### src/rtl/process_chain_n.sv
// rtl/process_chain_n.sv - N-channel gain/saturate/mono/mute stage with peak meters.
// One shared multiplier handles one channel per cycle; results land in audio_out on entry to OUT.
module process_chain_n #(
  parameter int WIDTH      = 18,
  parameter int CHANNELS   = 2,
  parameter int GAIN_BITS  = 5,
  parameter int METER_BITS = 8
) (
  input  logic                           clock,
  input  logic                           reset,
  input  logic                           ready,
  input  logic [CHANNELS*WIDTH-1:0]      audio_in,
  input  logic [CHANNELS*GAIN_BITS-1:0]  gain,
  input  logic [1:0]                     mode,
  output logic [CHANNELS*WIDTH-1:0]      audio_out,
  output logic                           out_valid,
  output logic                           busy,
  output logic [CHANNELS*METER_BITS-1:0] level,
  output logic                           overrun
);

  localparam int LOG2 = $clog2(CHANNELS);
  localparam int IDXW = (LOG2 > 0) ? LOG2 : 1;
  localparam int PW   = WIDTH + GAIN_BITS + 1;
  localparam int SW   = WIDTH + LOG2;
  localparam logic signed [PW-1:0] SAT_MAX = {{(GAIN_BITS+2){1'b0}}, {(WIDTH-1){1'b1}}};
  localparam logic signed [PW-1:0] SAT_MIN = {{(GAIN_BITS+2){1'b1}}, {(WIDTH-1){1'b0}}};
  localparam logic signed [WIDTH-1:0] S_MAX = {1'b0, {(WIDTH-1){1'b1}}};
  localparam logic signed [WIDTH-1:0] S_MIN = {1'b1, {(WIDTH-1){1'b0}}};

  typedef enum logic [1:0] {S_IDLE, S_CALC, S_MIX, S_OUT} state_t;

  state_t                          r_state;
  state_t                          w_next;
  logic [CHANNELS*WIDTH-1:0]       r_samp;
  logic [CHANNELS*GAIN_BITS-1:0]   r_gain;
  logic [1:0]                      r_mode;
  logic [IDXW-1:0]                 r_idx;
  logic signed [WIDTH-1:0]         r_res [CHANNELS];
  logic [CHANNELS*WIDTH-1:0]       r_out;
  logic [CHANNELS*METER_BITS-1:0]  r_level;
  logic                            r_overrun;

  logic                            w_last;
  logic signed [WIDTH-1:0]         w_sample;
  logic [GAIN_BITS-1:0]            w_gain;
  logic signed [PW-1:0]            w_a;
  logic signed [PW-1:0]            w_b;
  logic signed [PW-1:0]            w_prod;
  logic signed [PW-1:0]            w_shift;
  logic signed [WIDTH-1:0]         w_sat;
  logic signed [WIDTH-1:0]         w_calc;
  logic signed [SW-1:0]            w_sum;
  logic signed [WIDTH-1:0]         w_mix;
  logic signed [WIDTH-1:0]         w_res_next [CHANNELS];
  logic [WIDTH-1:0]                w_abs [CHANNELS];
  logic [METER_BITS-1:0]           w_mag [CHANNELS];
  logic [CHANNELS*METER_BITS-1:0]  w_level_next;

  assign w_last   = (r_idx == IDXW'(CHANNELS - 1));
  assign w_sample = r_samp[r_idx*WIDTH +: WIDTH];
  assign w_gain   = r_gain[r_idx*GAIN_BITS +: GAIN_BITS];

  // Signed sample times zero-extended gain, then divide by unity (16) with floor.
  assign w_a     = {{(GAIN_BITS+1){w_sample[WIDTH-1]}}, w_sample};
  assign w_b     = {{(WIDTH+1){1'b0}}, w_gain};
  assign w_prod  = w_a * w_b;
  assign w_shift = w_prod >>> 4;

  always_comb begin
    w_sat = w_shift[WIDTH-1:0];
    if (w_shift > SAT_MAX)      w_sat = S_MAX;
    else if (w_shift < SAT_MIN) w_sat = S_MIN;
  end

  always_comb begin
    w_calc = w_sat;
    case (r_mode)
      2'b00:   w_calc = w_sample;
      2'b11:   w_calc = '0;
      default: w_calc = w_sat;
    endcase
  end

  always_comb begin
    w_sum = '0;
    for (int k = 0; k < CHANNELS; k++) w_sum = w_sum + SW'(r_res[k]);
  end
  assign w_mix = WIDTH'(w_sum >>> LOG2);

  // Results as they will be after this edge, so audio_out and meters can load on OUT entry.
  always_comb begin
    for (int k = 0; k < CHANNELS; k++) w_res_next[k] = r_res[k];
    if (r_state == S_CALC) w_res_next[r_idx] = w_calc;
    else if (r_state == S_MIX)
      for (int k = 0; k < CHANNELS; k++) w_res_next[k] = w_mix;
  end

  always_comb begin
    w_level_next = r_level;
    for (int k = 0; k < CHANNELS; k++) begin
      if (w_res_next[k] == S_MIN)   w_abs[k] = S_MAX;
      else if (w_res_next[k] < 0)   w_abs[k] = -w_res_next[k];
      else                          w_abs[k] = w_res_next[k];
      w_mag[k] = w_abs[k][WIDTH-2 -: METER_BITS];
      if (w_mag[k] >= r_level[k*METER_BITS +: METER_BITS])
        w_level_next[k*METER_BITS +: METER_BITS] = w_mag[k];
      else
        w_level_next[k*METER_BITS +: METER_BITS] = r_level[k*METER_BITS +: METER_BITS] - 1'b1;
    end
  end

  always_ff @(posedge clock or posedge reset) begin
    if (reset) r_state <= S_IDLE;
    else       r_state <= w_next;
  end

  always_comb begin
    w_next = r_state;
    case (r_state)
      S_IDLE:  if (ready) w_next = S_CALC;
      S_CALC:  if (w_last) w_next = (r_mode == 2'b10) ? S_MIX : S_OUT;
      S_MIX:   w_next = S_OUT;
      default: w_next = S_IDLE;
    endcase
  end

  always_comb begin
    busy      = (r_state != S_IDLE);
    out_valid = (r_state == S_OUT);
  end

  always_ff @(posedge clock or posedge reset) begin
    if (reset) begin
      r_samp    <= '0;
      r_gain    <= '0;
      r_mode    <= '0;
      r_idx     <= '0;
      r_out     <= '0;
      r_level   <= '0;
      r_overrun <= 1'b0;
      for (int k = 0; k < CHANNELS; k++) r_res[k] <= '0;
    end else begin
      if (r_state == S_IDLE && ready) begin
        r_samp <= audio_in;
        r_gain <= gain;
        r_mode <= mode;
        r_idx  <= '0;
      end
      if (r_state == S_CALC) r_idx <= r_idx + 1'b1;
      for (int k = 0; k < CHANNELS; k++) r_res[k] <= w_res_next[k];
      if (w_next == S_OUT) begin
        for (int k = 0; k < CHANNELS; k++) r_out[k*WIDTH +: WIDTH] <= w_res_next[k];
        r_level <= w_level_next;
      end
      if (ready && r_state != S_IDLE) r_overrun <= 1'b1;
    end
  end

  assign audio_out = r_out;
  assign level     = r_level;
  assign overrun   = r_overrun;

endmodule

### config.mk
export PLATFORM = sky130hd
export DESIGN_NAME = process_chain_n
export DESIGN_NICKNAME = d
export VERILOG_FILES = /design/src/rtl/process_chain_n.sv
export SDC_FILE = /design/constraint.sdc
export NUM_CORES = 1
export LEC_CHECK = 0
export CAP_MARGIN = 0
export CELL_PAD_IN_SITES_DETAIL_PLACEMENT = 1
export CELL_PAD_IN_SITES_GLOBAL_PLACEMENT = 2
export CORE_ASPECT_RATIO = 2
export CORE_MARGIN = 3
export CORE_UTILIZATION = 38
export CTS_BUF_LIST = sky130_fd_sc_hd__clkbuf_2 sky130_fd_sc_hd__clkbuf_4 sky130_fd_sc_hd__clkbuf_8
export DETAILED_ROUTE_END_ITERATION = 10
export PLACE_DENSITY_LB_ADDON = 0.2
export SLEW_MARGIN = 20
export SYNTH_ARGS = -nofsm -noshare
export SYNTH_HDL_FRONTEND = slang
export SYNTH_SLANG_ARGS = --single-unit
### constraint.sdc
create_clock -name clock -period 12.9 [get_ports clock]
set_input_delay 1.29 -clock clock [delete_from_list [all_inputs] [get_ports clock]]
set_output_delay 1.29 -clock clock [all_outputs]
set_load 0.1 [all_outputs]
# Yosys cells after proc, flatten, opt, wreduce, memory -nomap -nowiden

Cells that the tools add are included.

Word-level logic and storage cells: 65
Output and inout bits: 55
Register bits: 140

$add $sub $neg: 6
Reductions and logical operators: 7
Magnitude comparators: 8
Mux-type cells: 20
Bitwise operators: 1
Multipliers: 3
Shifts and indexed selects: 2
Equal/unequal tests: 8

Operator list:

| kind                   | number |
|---|---|
| $mux W36               | 2 |
| $mux W17               | 4 |
| $mux W18               | 3 |
| $bwmux W36             | 1 |
| $eq A18 B18 Y1 const B | 2 |
| $lt A18 B1 Y1 const B  | 2 |
| $pmux W18 S2           | 1 |
| $shiftx A36 B7 Y18     | 1 |
| $neg A17 Y17           | 2 |
| $mul A18 B6 Y24        | 1 |
| $gt A20 B18 Y1 const B | 1 |
| $lt A20 B18 Y1 const B | 1 |
| $add A18 B18 Y19       | 1 |
| $demux W18 S1          | 1 |
| $ge A8 B8 Y1           | 2 |
| $mux W8                | 2 |
| $sub A8 B1 Y8 const B  | 2 |
| $eq A2 B2 Y1 const B   | 5 |
| $shiftx A10 B5 Y5      | 1 |
| $pmux W2 S3            | 1 |
| $mul A1 B4 Y5 const B  | 1 |
| $logic_not A2 Y1       | 2 |
| $mul A1 B3 Y4 const B  | 1 |
| $mux W2                | 2 |
| other kinds (8)        | 13 |

# Longest topological paths before layout

Depth in word-level cells: 14
Mapped depth: 41
Depth with buffers taken out: 34

# Worst setup path before layout

Ideal clock, no wire load.

Kind: register to register
Start point: reg r_idx
End point: reg r_level[9] (netlist: level[9])
Slack: 3.508 ns
Buffers on the path: 7
Period minus slack after synthesis: 9.392 ns
Cell stages (with the launch flop): 37
Setup time: 0.126 ns
Arrival time: 9.266 ns
Cells stage by stage: dfrtp_1 buf_6 buf_2 buf_1 buf_1 mux2i_1 clkbuf_1 nor2_1 fa_1 fa_1 inv_1 fa_1 inv_1 ha_1 a21oi_1 o21ai_1 a211o_1 o32ai_4 xor2_2 buf_4 a211oi_1 nor3_1 nand3b_1 a211o_1 or4_4 o21ai_2 ha_1 a21o_1 a21o_1 a21o_1 a21o_1 a21o_1 a21o_1 a21oi_1 clkbuf_1 nor2_1 a221o_1

Cells in the longest elaborated chain, start to end: 14

Ends and longest elaborated chain:

| what                                                    | RTL line | text |
|---|---|---|
| start, declared                                         | 38       | `logic [IDXW-1:0] r_idx;` |
| start signal, assigned                                  | 150      | `if (r_state == S_CALC) r_idx <= r_idx + 1'b1;` |
| $mul A1 B4 Y5 or $mul A1 B3 Y4 (tied branches)          | 61, 62   |  |
| $shiftx A36 B7 Y18 or $shiftx A10 B5 Y5 (tied branches) | 61, 62   |  |
| $mul A18 B6 Y24                                         | 67       | `assign w_prod = w_a * w_b;` |
| $lt A20 B18 Y1                                          | 73       | `else if (w_shift < SAT_MIN) w_sat = S_MIN;` |
| $mux W18                                                | 73       |  |
| $mux W18                                                | 72       | `if (w_shift > SAT_MAX) w_sat = S_MAX;` |
| $pmux W18 S2                                            | 78       | `case (r_mode)` |
| $bwmux W36                                              | 94       | `if (r_state == S_CALC) w_res_next[r_idx] = w_calc;` |
| $mux W36                                                | 94       |  |
| $neg A17 Y17 or $lt A18 B1 Y1 (tied branches)           | 103      | `else if (w_res_next[k] < 0) w_abs[k] = -w_res_next[k];` |
| $mux W17                                                | 103      |  |
| $mux W17                                                | 102      | `if (w_res_next[k] == S_MIN) w_abs[k] = S_MAX;` |
| $ge A8 B8 Y1                                            | 106      | `if (w_mag[k] >= r_level[k*METER_BITS +: METER_BITS])` |
| $mux W8                                                 | 106      |  |
| end signal, assigned                                    | 154      | `r_level <= w_level_next;` |
| end, declared                                           | 41       | `logic [CHANNELS*METER_BITS-1:0] r_level;` |

Parallel ways exist; a longest one is shown, timed or not.
A chain may end at the register's enable or synchronous reset.

==> summary.md <==
| Metric | Value |
|---|---|
| CTS H-Tree Depth | `4` |
| Setup crit end kind | `flip-flop` |
| IO Count | `106` |
| Non-Filler Cell Area, Final | `0.0135 sq mm` |
| Largest net degree at the start of global routing | `91` |
| Avg Inst Size Synth | `8.90 sq um` |
| Crit share post-route | `79.5%` |
| Vias in the first global route | `10900` |
| Drt pass-1 iters | `7` |
| Outcome | `finished, final reports clean` |
| Slowest stage delay, CP | `0.93 ns` |
| Final min period | `10.25 ns` |
| Worst path bufs/invs | `3` |
| Ys flop type | `dfrtp_1` |
| Rel. slew slack | `33.2%` |
| Setup CP Type | `reg -> reg` |
| First-pass GRT wire length | `58500 um` |
| CTS tree | `built` |
| WHS Path Cells | `1` |
| Worst R2R Setup Slack | `2.65 ns` |
| Max clock buf depth | `2` |
| Overall routing resource usage | `22.7%` |
| Area growth syn-to-layout | `15.3%` |
| Starting Density | `38.8%` |
| Core Region | `0.0303 sq mm` |
| FP Rows | `90` |
| Share of cells above drive strength 1 | `10.3%` |
| GPL Wtd Cong | `0.882` |
| RSZ-0062 raised after global routing | `false` |
| Dpl cell area | `0.0131 sq mm` |
| Initial antenna violation count | `1` |
| Max-cap violations | `0` |
| Syn nets | `1506` |
| R2R cell count | `31` |
| Worst min path class | `reg -> reg` |
| Wire per inst | `20.4 um` |
| Arrival time at the worst endpoint | `10.64 ns` |
| CP top delay family | `compound AO/OA/AOI/OAI gates` |
| Critical Path RT | `13.28 ns` |
| Least-Margin Pin Slew | `0.998 ns` |
| Via/cell ratio | `5.64` |
| Hold Violations, Final | `0` |
| Final wirelength | `36300 um` |
| Gr ovfl total | `0` |
| Post-DRT Antenna Nets | `0` |
| Clk pin slew, worst setup/hold paths | `0.10 ns` |
| Post-CTS setup buffers | `0` |
| Worst-Skew Late Latency | `0.50 ns` |
| HPWL after DPL | `29600 um` |
| Final #Nets | `1587` |
| Synth top area share | `29.8%` |
| Initial DRC Count | `258` |
| Fmax | `0.0976 GHz` |
| Port Buffer Count | `105` |
| #FFs+latches synth | `140` |
| Number of flops mapped to enable cells by yosys | `0` |
| Vias | `10100` |
| Register area share after synthesis | `29.8%` |
| Resize count post-CTS | `0` |
| Root Buffer | `clkbuf_8` |
| Die width | `130 um` |
| Setup TNS Final | `0 ns` |
| Netlist cell types | `87` |
| Reg-to-Reg End | `level[1]` |
| Synth async-reset ratio | `100%` |
| Worst Clk Skew | `0.0183 ns` |
| Die height | `255 um` |
| Cell area after synthesis | `0.0117 sq mm` |
| Drt drc | `0` |
| Fillers | `3562` |
| CP Max Fanout | `33` |
| Setup-failing EPs final | `0` |
| Reg-to-Reg Start | `r_idx` |
| CP Launch Type | `flip-flop` |
| Synth top area cells | `dfrtp_1 30%, fa_1 9.5%, ha_1 8.4%` |
| Die outline area | `0.0332 sq mm` |
| Hold EP | `overrun` |
| Synthesized instance count | `1320` |
| Num CTS Buffers | `17` |
| Slowest CP cell | `dfrtp_2` |
| CTS Hold Bufs | `0` |
| Min-delay src | `overrun` |
| Synth warnings | `0` |
| Final Slew Violations | `0` |
| Clock sink total | `140` |
| Largest area contributor in the synthesized netlist | `dfrtp_1` |
-- cell families after synthesis --
| kind of cell | synth area share (%) |
|---|---|
| flip-flops | 29.8 |
| buffers and inverters | 6.70 |
| adder cells (fa/ha/maj) | 18.0 |
| XOR/XNOR | 2.82 |
| AO/OA/AOI/OAI | 19.5 |
| AND/OR/NAND/NOR | 15.9 |
| multiplexers | 7.23 |
-- registers in the layout, indices dropped and copies added, names as in the netlist --
register and flops:
audio_out 36, r_res 36, r_samp 36, level 16, r_gain 10, r_mode 2, r_state 2, overrun 1
r_idx 1
-- area by class of cell --
class                           count  area [sq um]  area share, %
Antenna cell                        1          2.50         0.0185
Clock buffer                       18           248           1.83
Clock inverter                     14           149           1.10
Inverter                          145           551           4.07
Multi-Input combinational cell    978          7470           55.2
Sequential cell                   140          3500           25.9
Tap cell                          368           460           3.40
Timing Repair Buffer              119          1160           8.54
-- metal layers --
layer	global-route usage [%]	part of all wire [%]
met1	22.6	35
met2	45.2	59
met3	2.79	1.8
met5	0	0
met4	9.84	4.1
-- cell usage after synthesis, types with 10 or more instances --
cell type  count
nand3_1       17
xor2_1        12
a22oi_1       14
and3_1        11
a221o_1       11
o21a_1        15
nand2_1      112
a21o_1        26
mux2i_1       23
fa_1          56
xnor2_1       24
ha_1          79
a211oi_1      10
dfrtp_1      140
mux2_2        53
nor2_1       153
inv_1        141
a21oi_1       78
clkbuf_1      49
o21ai_0       75
nor3_1        27
-- metrics by stage --
stage          setup slack (ns)  hold slack (ns)  util (%)  instances
6_report                   2.65            0.463      44.7       1783
5_1_grt                    1.73            0.490      44.7       1783
4_1_cts                    2.52            0.470      44.7       1782
3_5_place_dp               2.55            0.451      43.4       1750
3_3_place_gp               2.55            0.438      43.4       1750
2_1_floorplan              3.51            0.480         -       1320
-- how the worst max path moves through the flow --
stage          cells after the start  endpoint  slack (ns)  start
5_1_grt                           31  level[5]        1.73  r_idx
2_1_floorplan                     36  level[9]        3.51  r_idx
3_5_place_dp                      32  level[1]        2.55  r_idx
3_3_place_gp                      31  level[1]        2.55  r_idx
6_report                          31  level[1]        2.65  r_idx
4_1_cts                           31  level[1]        2.52  r_idx
-- cells in the final DEF (no fill, tap or decap), types with 10 or more instances in the layout --
cell / count
nor2_1: 152
inv_1: 140
dfrtp_1: 139
nand2_1: 111
clkdlybuf4s50_1: 105
ha_1: 79
a21oi_1: 77
o21ai_0: 75
fa_1: 56
mux2_2: 53
nor3_1: 27
a21o_1: 26
xnor2_1: 24
mux2i_1: 23
clkbuf_8: 18
nand3_1: 17
o21a_1: 15
a22oi_1: 14
buf_4: 14
xor2_1: 12
and3_1: 11
a221o_1: 11
a211oi_1: 10
Power is left out: the tool's default activity adds up to more than one toggle a clock period on the data nets, which glitch-free logic cannot reach.
